$ cat config.mk
export PLATFORM = sky130hd
export DESIGN_NAME = pipe_stage_chain
export DESIGN_NICKNAME = d
export VERILOG_FILES = /design/src/rtl/pipe_stage_chain.sv
export SDC_FILE = /design/constraint.sdc
export NUM_CORES = 1
export LEC_CHECK = 0
export BUFFER_PORTS_ARGS = -buffer_cell sky130_fd_sc_hd__buf_2
export CAP_MARGIN = 30
export CORE_UTILIZATION = 45
export DETAILED_ROUTE_END_ITERATION = 7
export PLACE_DENSITY = 0.71
export SYNTH_ARGS = -nofsm -noshare
export SYNTH_HDL_FRONTEND = slang
export SYNTH_SLANG_ARGS = --single-unit
$ cat constraint.sdc
create_clock -name clk -period 2.9 [get_ports clk]
set_input_delay 0.435 -clock clk [delete_from_list [all_inputs] [get_ports clk]]
set_output_delay 0.435 -clock clk [all_outputs]
set_load 0.05 [all_outputs]
$ cat src/rtl/pipe_stage_chain.sv
// -----------------------------------------------------------------------------
// pipe_stage_chain
//
// Purpose:
//   A chain of DEPTH register stages. Each stage holds an N-bit data word and
//   a valid bit. The chain can advance one stage per cycle, stall (hold every
//   stage), or flush (load every stage with a bubble).
//
//   Control priority on each rising edge is flush, then enable, then stall.
//   A registered occupancy count tracks how many stages hold valid words.
//
// Ports:
//   clk          in   1         rising-edge clock for all state
//   reset        in   1         asynchronous, active-low reset
//   enable       in   1         1 = advance one stage, 0 = stall (hold)
//   flush        in   1         1 = all stages load BUBBLE_VALUE, invalid;
//                               overrides enable
//   in_valid     in   1         qualifies Pipe_Input
//   Pipe_Input   in   N         data into stage 0
//   Pipe_Output  out  N         data of the last stage (register output)
//   out_valid    out  1         valid bit of the last stage
//   occupancy    out  OCC_W     registered count of valid stages, 0..DEPTH
//   stall_count  out  16        saturating count of stall cycles taken
//                               while the chain was occupied
//
// Configuration:
//   PIPE_STALL_CNT_EN  When this macro is defined, the stall_count port and
//                      its counter are built. When it is undefined, they are
//                      absent and all other behaviour is unchanged.
// -----------------------------------------------------------------------------
module pipe_stage_chain #(
    parameter int unsigned         N            = 32,
    parameter int unsigned         DEPTH        = 2,
    parameter logic [N-1:0]        RESET_VALUE  = N'(32'h0040_0000),
    parameter logic [N-1:0]        BUBBLE_VALUE = '0,
    localparam int unsigned        OCC_W        = $clog2(DEPTH + 1)
) (
    input  logic               clk,
    input  logic               reset,
    input  logic               enable,
    input  logic               flush,
    input  logic               in_valid,
    input  logic [N-1:0]       Pipe_Input,
    output logic [N-1:0]       Pipe_Output,
    output logic               out_valid,
`ifdef PIPE_STALL_CNT_EN
    output logic [OCC_W-1:0]   occupancy,
    output logic [15:0]        stall_count
`else
    output logic [OCC_W-1:0]   occupancy
`endif
);

    logic [N-1:0]     data_q  [DEPTH];
    logic [N-1:0]     data_d  [DEPTH];
    logic [DEPTH-1:0] valid_q;
    logic [DEPTH-1:0] valid_d;
    logic [OCC_W-1:0] occ_q;
    logic [OCC_W-1:0] occ_d;

    // Next-state logic for the stages and the occupancy count.
    always_comb begin
        // NOTE: each signal gets a hold value first. Without it, a path that
        // skips an assignment would infer a latch.
        data_d  = data_q;
        valid_d = valid_q;
        occ_d   = occ_q;

        if (flush) begin
            for (int i = 0; i < DEPTH; i++) begin
                data_d[i] = BUBBLE_VALUE;
            end
            valid_d = '0;
            occ_d   = '0;
        end else if (enable) begin
            data_d[0]  = Pipe_Input;
            valid_d[0] = in_valid;
            for (int i = 1; i < DEPTH; i++) begin
                data_d[i]  = data_q[i-1];
                valid_d[i] = valid_q[i-1];
            end
            // One word enters and the word in the last stage leaves. The sum
            // may pass through OCC_W overflow when occ_q == DEPTH, but modular
            // arithmetic still returns the correct final count.
            occ_d = occ_q + OCC_W'(in_valid) - OCC_W'(valid_q[DEPTH-1]);
        end
    end

    // Stage registers and occupancy.
    // NOTE: the data words are reset here on purpose, not left as
    // uninitialised storage. The last stage drives Pipe_Output directly, and
    // it must show RESET_VALUE while reset is held.
    always_ff @(posedge clk or negedge reset) begin
        if (!reset) begin
            for (int i = 0; i < DEPTH; i++) begin
                data_q[i] <= RESET_VALUE;
            end
            valid_q <= '0;
            occ_q   <= '0;
        end else begin
            // NOTE: sequential state uses non-blocking assignments only. Every
            // stage then samples the value its neighbour held before the edge.
            for (int i = 0; i < DEPTH; i++) begin
                data_q[i] <= data_d[i];
            end
            valid_q <= valid_d;
            occ_q   <= occ_d;
        end
    end

`ifdef PIPE_STALL_CNT_EN
    logic [15:0] stall_cnt_q;
    logic [15:0] stall_cnt_d;

    // A cycle counts as a stall only if the chain holds at least one valid
    // word. Flush has priority over stall, so a flush cycle never counts.
    // A flush does not clear the counter; only reset does.
    always_comb begin
        stall_cnt_d = stall_cnt_q;
        if (!flush && !enable && (occ_q != '0) && (stall_cnt_q != 16'hFFFF)) begin
            stall_cnt_d = stall_cnt_q + 16'd1;
        end
    end

    always_ff @(posedge clk or negedge reset) begin
        if (!reset) begin
            stall_cnt_q <= '0;
        end else begin
            stall_cnt_q <= stall_cnt_d;
        end
    end

    assign stall_count = stall_cnt_q;
`endif

    // Every output comes straight from a register. No input has a
    // combinational path to an output.
    assign Pipe_Output = data_q[DEPTH-1];
    assign out_valid   = valid_q[DEPTH-1];
    assign occupancy   = occ_q;

endmodule
# Word-level counts from Yosys, hierarchy flattened
# Index checks and enable logic that the tools add are counted.
# op_classes
addsub,2
n_mux,6
reduce_logical,1
# op_table
operator,n
$mux 64,2
$mux 2,4
$add 2x1->2,1
$reduce_bool 2->1,1
$sub 2x1->2,1
# word_totals
register_bits,68
out_inout_bits,35

# Depth between registers and ports, before layout
# Gate-level depths: netlist (run 1).
# depth
ltp_word,4
ltp_mapped,7

# Least setup slack after synthesis (run 1)
# OpenSTA, ideal clock, no wires.
# synth_timing
path_kind,reg2reg
from,"reg occ_q[0], in the netlist occupancy[0]"
to,"reg occ_q[1], in the netlist occupancy[1]"
arrival_ns,1.638
setup_slack_ns,1.142
stages_incl_launch_ff,8
n_path_buf,0
period_less_slack_ns,1.758
cell_sequence,dfrtp_1 > inv_1 > ha_1 > inv_1 > ha_1 > xor2_1 > a21oi_1 > a31o_2
# synth_via
elab_chain_cells,4
# synth_lines
element,line_no,text
start: declaration,58,logic [OCC_W-1:0] occ_q;
start signal: assignment,99,occ_q <= '0;
start signal: assignment,107,occ_q <= occ_d;
$add 2x1->2,85,occ_d = occ_q + OCC_W'(in_valid) - OCC_W'(valid_q[DEPTH-1]);
$sub 2x1->2,85,
$mux 2,75,end else if (enable) begin
$mux 2,69,if (flush) begin
# Every way passes these cells. The select of a mux whose other input is x is not followed.
# A chain may end at the register's enable or synchronous reset.

# Final worst setup path (run 1)
# layout_timing
from,"reg data_q, in the netlist Pipe_Output[22]"
to,out Pipe_Output[22]
# layout_rtl
element,line_no,text
start: declaration,54,logic [N-1:0] data_q [DEPTH];
start signal: indexed assignment,104,data_q[i] <= data_d[i];
end: declaration,44,"output logic [N-1:0] Pipe_Output,"
# No word-level cell between the ends.

==> results.toml, run 1 <==
[global_route]
grt.total_usage_pct = 16.3
antenna_found_initial = 0
grt_pass1_wl_um = 8840
grt-ovfl-total = 0
grt_max_degree = 45
grt_pass1_vias = 1873

[place]
hpwl_um = 3490
gp_congestion = 0.680
pre_cts_slack_ps = 1140
port_buffers = 71
place_area_um2 = 3190

[logic_synthesis]
synth_area_um2 = 3040
synth_cells = 259
yosysTopAreaCellShare_pct = 54.3
synth.largest_area_cell = "dfrtp_1"
synth-seq-area-share_pct = 56.0
synth_area_leaders = "dfrtp_1 (54%), mux2i_1 (22%), buf_4 (9.4%), nor2_1 (8.4%), dfstp_2 (1.7%)"
syn_nets = 298
synth.distinct_cells = 14
synth_area_per_cell_um2 = 11.7
synth_seq_cells = 68
ys_warn_count = 0

[routing]
viasPerCell = 4.85
vias = 1856
drt_iter0_drc = 154
drc = 10
drt-total-wl_um = 5190
first_pass_iters = 6
avgRoutedWirePerCell_um = 13.5
antenna_left = 0

[sta]
hold_violations = 0
fmax_ghz = 0.647
drv_slew = 0
finalSetupViolCount = 0
tightest_slew_ps = 600
min_period_ps = 1550
tns_ps = 0
slew_headroom_pct = 60.0
clock_skew_ps = 5.37
fin_crit_sh_pct = 53.3
rsz0062_at_grt = "no"
fin_ws_ps = 1350

[layout]
antennaDiodeCount = 0
drive_gt1_share_pct = 30.7
nNetsFinal = 340
fin_area_um2 = 3380
n_fill_cell = 590
utilization_pct = 52.7
syn2layout_area_growth_pct = 11.2

[worst_setup_path]
slowest_delay_ps = 530
reg2regPathDepth = 6
crit_type = "register to output pin"
rrSetupSlack_ps = 1390
rr_startpoint = "valid_q[1]"
crit_start = "Pipe_Output[22]"
cp.required_ps = 2470
path_max_fanout = 2
critPathTopFamily = "flip-flops"
cp.arrival_ps = 1110
end_kind = "output pin"
cp.buffers_inverters = 1
crit_chain = "buf_2"
cp-endpoint = "Pipe_Output[22]"
rr_endpoint = "occupancy[1]"
critical_path.slowest_cell = "dfstp_2"
startpoint_type = "register"
cp.depth = 1

[clock_tree]
ctsResizeCount = 0
cts-root-buf = "clkbuf_8"
htreeDepth = 3
clk_latency_ps = 330
clockBufferDepth = 2
cts.sinks = 68
clk_pin_slew_worst_paths_ps = 70
cts_buffers = 9
tritoncts = "yes"

[run_status]
failed_checks = "design-rule violations"
status = "finished, violations left"

[power_and_ir_drop]
p_leak_nw = 1.92
power_density_nw_per_um2 = 569
peakVddDrop_uv = 339

[job]
cap_violations = 0

[die]
fp.dieH_um = 84.2
floorplan.die_area_um2 = 7090
start_util_pct = 47.4
core_area_um2 = 6420
ioPinCount = 72
die_w_um = 84.2
rows = 29

[worst_hold_path]
hold_class = "input port to register"
-- worst min path at each step --
stage                      end  cells past startpoint            start  slack [ps]
2_1_floorplan   Pipe_Output[0]                      0            reset         140
3_3_place_gp   Pipe_Output[13]                      2       data_q[45]         490
3_5_place_dp   Pipe_Output[21]                      2  Pipe_Output[21]         500
4_1_cts             data_q[50]                      1            reset         280
5_1_grt             data_q[41]                      3    Pipe_Input[9]         360
6_report            data_q[62]                      3   Pipe_Input[30]         350
-- per-stage QoR --
| step | total power [mW] | cells | hold slack, ps |
|---|---|---|---|
| 3_3_place_gp | 1.28 | 365 | 495 |
| 4_1_cts | 1.94 | 381 | 277 |
| 6_report | 1.93 | 383 | 351 |
| 2_1_floorplan | 1.23 | 259 | 139 |
| 3_5_place_dp | 1.29 | 365 | 504 |
| 5_1_grt | 2.02 | 383 | 357 |
-- Yosys cell counts --
| master | n |
|---|---|
| a21oi_1 | 1 |
| a31o_2 | 1 |
| buf_2 | 5 |
| buf_4 | 38 |
| buf_8 | 2 |
| clkbuf_1 | 3 |
| dfrtp_1 | 66 |
| dfstp_2 | 2 |
| ha_1 | 2 |
| inv_1 | 2 |
| mux2i_1 | 67 |
| nand2b_1 | 1 |
| nor2_1 | 68 |
| xor2_1 | 1 |
-- power breakdown --
| part | switching [mW] | internal (mW) |
|---|---|---|
| logic | 0.166 | 0.0910 |
| registers | 0.0235 | 0.993 |
| clock network | 0.324 | 0.330 |
-- repair_timing --
item	in CTS	in global routing
hold buffers	0	1
hold endpoints to repair	0	1
setup buffers	0	0
-- area by class of cell --
type                            count  area (um2)  area share [%]
Clock buffer                       13         149            4.40
Clock inverter                      3        15.0           0.444
Inverter                            2        7.51           0.222
Multi-Input combinational cell    141         980            28.9
Sequential cell                    68        1700            50.4
Tap cell                           77        96.3            2.85
Timing Repair Buffer               79         433            12.8
-- logic make-up (layout without fill, tap and decap cells) --
group                      Yosys count  after routing  share of synthesized area, %
AOI/OAI and AO/OA                    2              2                         0.452
xor gates and xnor gates             1              1                         0.288
adders and majority gates            2              2                         0.822
buffers and inverters               50             97                          11.8
DFF                                 68             68                          56.0
muxes                               67             67                          22.0
and+or+nand+nor                     69             69                          8.59
-- routing by layer --
metal	share of wire (%)	wire (um)	GRT usage [%]
met5	0	0	0
met2	45	2330	24.4
met3	5.4	279	4.62
met4	2.9	150	9.87
met1	47	2430	21.2
-- sequential cells by signal, indices dropped and copies added (netlist names) --
| name | cells |
|---|---|
| valid_q | 2 |
| data_q | 32 |
| Pipe_Output | 32 |
| occupancy | 2 |
-- cell usage in the layout, fill, tap and decap left out, drive strengths merged --
| master | synthesis | routed |
|---|---|---|
| a21oi | 1 | 1 |
| a31o | 1 | 1 |
| buf | 45 | 78 |
| clkbuf | 3 | 13 |
| clkinv | 0 | 3 |
| dfrtp | 66 | 66 |
| dfstp | 2 | 2 |
| dlygate4sd3 | 0 | 1 |
| ha | 2 | 2 |
| inv | 2 | 2 |
| mux2i | 67 | 67 |
| nand2b | 1 | 1 |
| nor2 | 68 | 68 |
| xor2 | 1 | 1 |
Note: power is estimated with default switching activity, not from simulation.
==> inputs of run 2 (changes only) <==
- PLACE_DENSITY: 0.71 -> 0.73
- clock period: 2.9 -> 1.4 ns (I/O delays scaled with it)
==> run 2 against run 1 <==
Compared with the run above: the flow finishes with violations (design-rule violations, negative setup slack); clock-buffer cell count unchanged; sequential power grew 110%; core utilization up 2.0 points; die area stayed put; design area grew 3.8%; final cell count rose by 1.0%; first-iteration DRC count decreased by 62%; power grew 110%; routed wire length rose by 0.48%; via count up 0.11%; clock skew grew 3.8 ps; largest cell class unchanged; largest power group unchanged.
==> results.toml, run 2 (synthesis results as in run 1) <==
[die]
start_util_pct = 47.4
core_area_um2 = 6420
die_w_um = 84.2
floorplan.die_area_um2 = 7090
rows = 29
ioPinCount = 72
fp.dieH_um = 84.2

[power_and_ir_drop]
p_int_mw = 2.92
power.total_mw = 3.99
switchingPower_mw = 1.07
power_density_nw_per_um2 = 1140
power_frac_clock_pct = 32.6
p_leak_nw = 1.95
p_comb_share_pct = 14.7
peakVddDrop_uv = 620
sw_frac_of_total_pct = 26.9
power_frac_seq_pct = 52.7

[clock_tree]
cts_buffers = 9
cts-root-buf = "clkbuf_8"
cts.sinks = 68
htreeDepth = 3
clk_latency_ps = 320
tritoncts = "yes"
clockBufferDepth = 2
clk_pin_slew_worst_paths_ps = 70

[sta]
finalSetupViolCount = 1
fin_ws_ps = -14.5
min_period_ps = 1410
fin_crit_sh_pct = 101
rsz0062_at_grt = "yes"
tns_ps = -14.5
drv_slew = 0
fmax_ghz = 0.707
slew_headroom_pct = 75.0
tightest_slew_ps = 375
hold_violations = 0
clock_skew_ps = 9.15

[global_route]
antenna_found_initial = 0
grt_pass1_wl_um = 8810
grt.total_usage_pct = 16.1
grt-ovfl-total = 0
grt_pass1_vias = 1825
grt_max_degree = 51

[routing]
viasPerCell = 4.80
antenna_left = 0
drt-total-wl_um = 5210
drc = 6
vias = 1858
avgRoutedWirePerCell_um = 13.5
first_pass_iters = 6
drt_iter0_drc = 58

[layout]
drive_gt1_share_pct = 33.9
final_cell_mix = "buf_2 (69), nor2_1 (68), mux2i_1 (67)"
mostFrequentLayoutCell = "buf_2"
antennaDiodeCount = 0
utilization_pct = 54.7
nNetsFinal = 344
fin_area_um2 = 3510
syn2layout_area_growth_pct = 15.5

[worst_setup_path]
crit_type = "register to register"
startpoint_type = "register"
rrSetupSlack_ps = -10
path_max_fanout = 2
end_kind = "register"
cp.required_ps = 1620
cp.arrival_ps = 1630

[place]
hpwl_um = 3500
place_area_um2 = 3290
port_buffers = 71
gp_congestion = 0.667

[job]
cap_violations = 0

[worst_hold_path]
hold_class = "input port to register"

[run_status]
status = "finished, violations left"
failed_checks = "design-rule violations, negative setup slack"
-- run 2: stage by stage --
step / hold WS (ps) / setup slack [ps] / instances
3_5_place_dp: 141 / -47.7 / 369
5_1_grt: 122 / -54.6 / 387
6_report: 129 / -14.5 / 387
3_3_place_gp: 137 / -23.9 / 369
2_1_floorplan: -85.6 / -193 / 259
4_1_cts: 110 / -42.6 / 387
-- run 2: power groups by stage --
stage / Sequential, mW / Clock, mW / Combinational, mW
6_report: 2.10 / 1.30 / 0.587
5_1_grt: 2.12 / 1.44 / 0.642
4_1_cts: 2.11 / 1.36 / 0.582
3_5_place_dp: 2.14 / 0 / 0.564
3_3_place_gp: 2.14 / 0 / 0.550
2_1_floorplan: 2.15 / 0 / 0.402
-- run 2: path summary, 6_finish.rpt --
check	from	depth (start not counted)	endpoint
worst max register to register	valid_q[1]	6	occupancy[1]
worst max-delay path	valid_q[1]	6	occupancy[1]
min in group asynchronous	reset	2	Pipe_Output[25]
worst min-delay path	Pipe_Input[3]	3	data_q[35]
max in group asynchronous	reset	3	occupancy[0]
worst min register to register	data_q[46]	2	Pipe_Output[14]
-- run 2: metal layers --
layer  global-route usage, %  vias up  share of wire (%)  wire (um)
met4                    7.05        0                1.2         62
met3                    4.33        5                4.1        216
met2                    24.4       42                 47       2470
li1                        -      905                  -          -
met1                    21.8      906                 47       2460
met5                       0        -                  0          0
-- run 2: cell type report --
type / instances / area, um2
Inverter: 2 / 10.0
Clock buffer: 13 / 139
Clock inverter: 3 / 15.0
Fill cell: 580 / 2910
Timing Repair Buffer: 83 / 519
Sequential cell: 68 / 1710
Multi-Input combinational cell: 141 / 1030
Tap cell: 77 / 96.3
-- run 2: repair_timing --
| action | CTS | global route |
|---|---|---|
| buffers inserted | 1 | 0 |
| endpoints found under the hold margin | 10 | 0 |
| hold buffers | 1 | 0 |
| pin swaps | 3 | 3 |
| endpoints found under the setup margin | 1 | 2 |
| resized for setup | 6 | 4 |
-- run 2: critical path: stages, from the launching register on --
cell and delay [ps]:
dfrtp_2 420, ha_4 280, inv_4 30, ha_4 160, xor2_4 140, a21oi_2 70
a31o_2 210
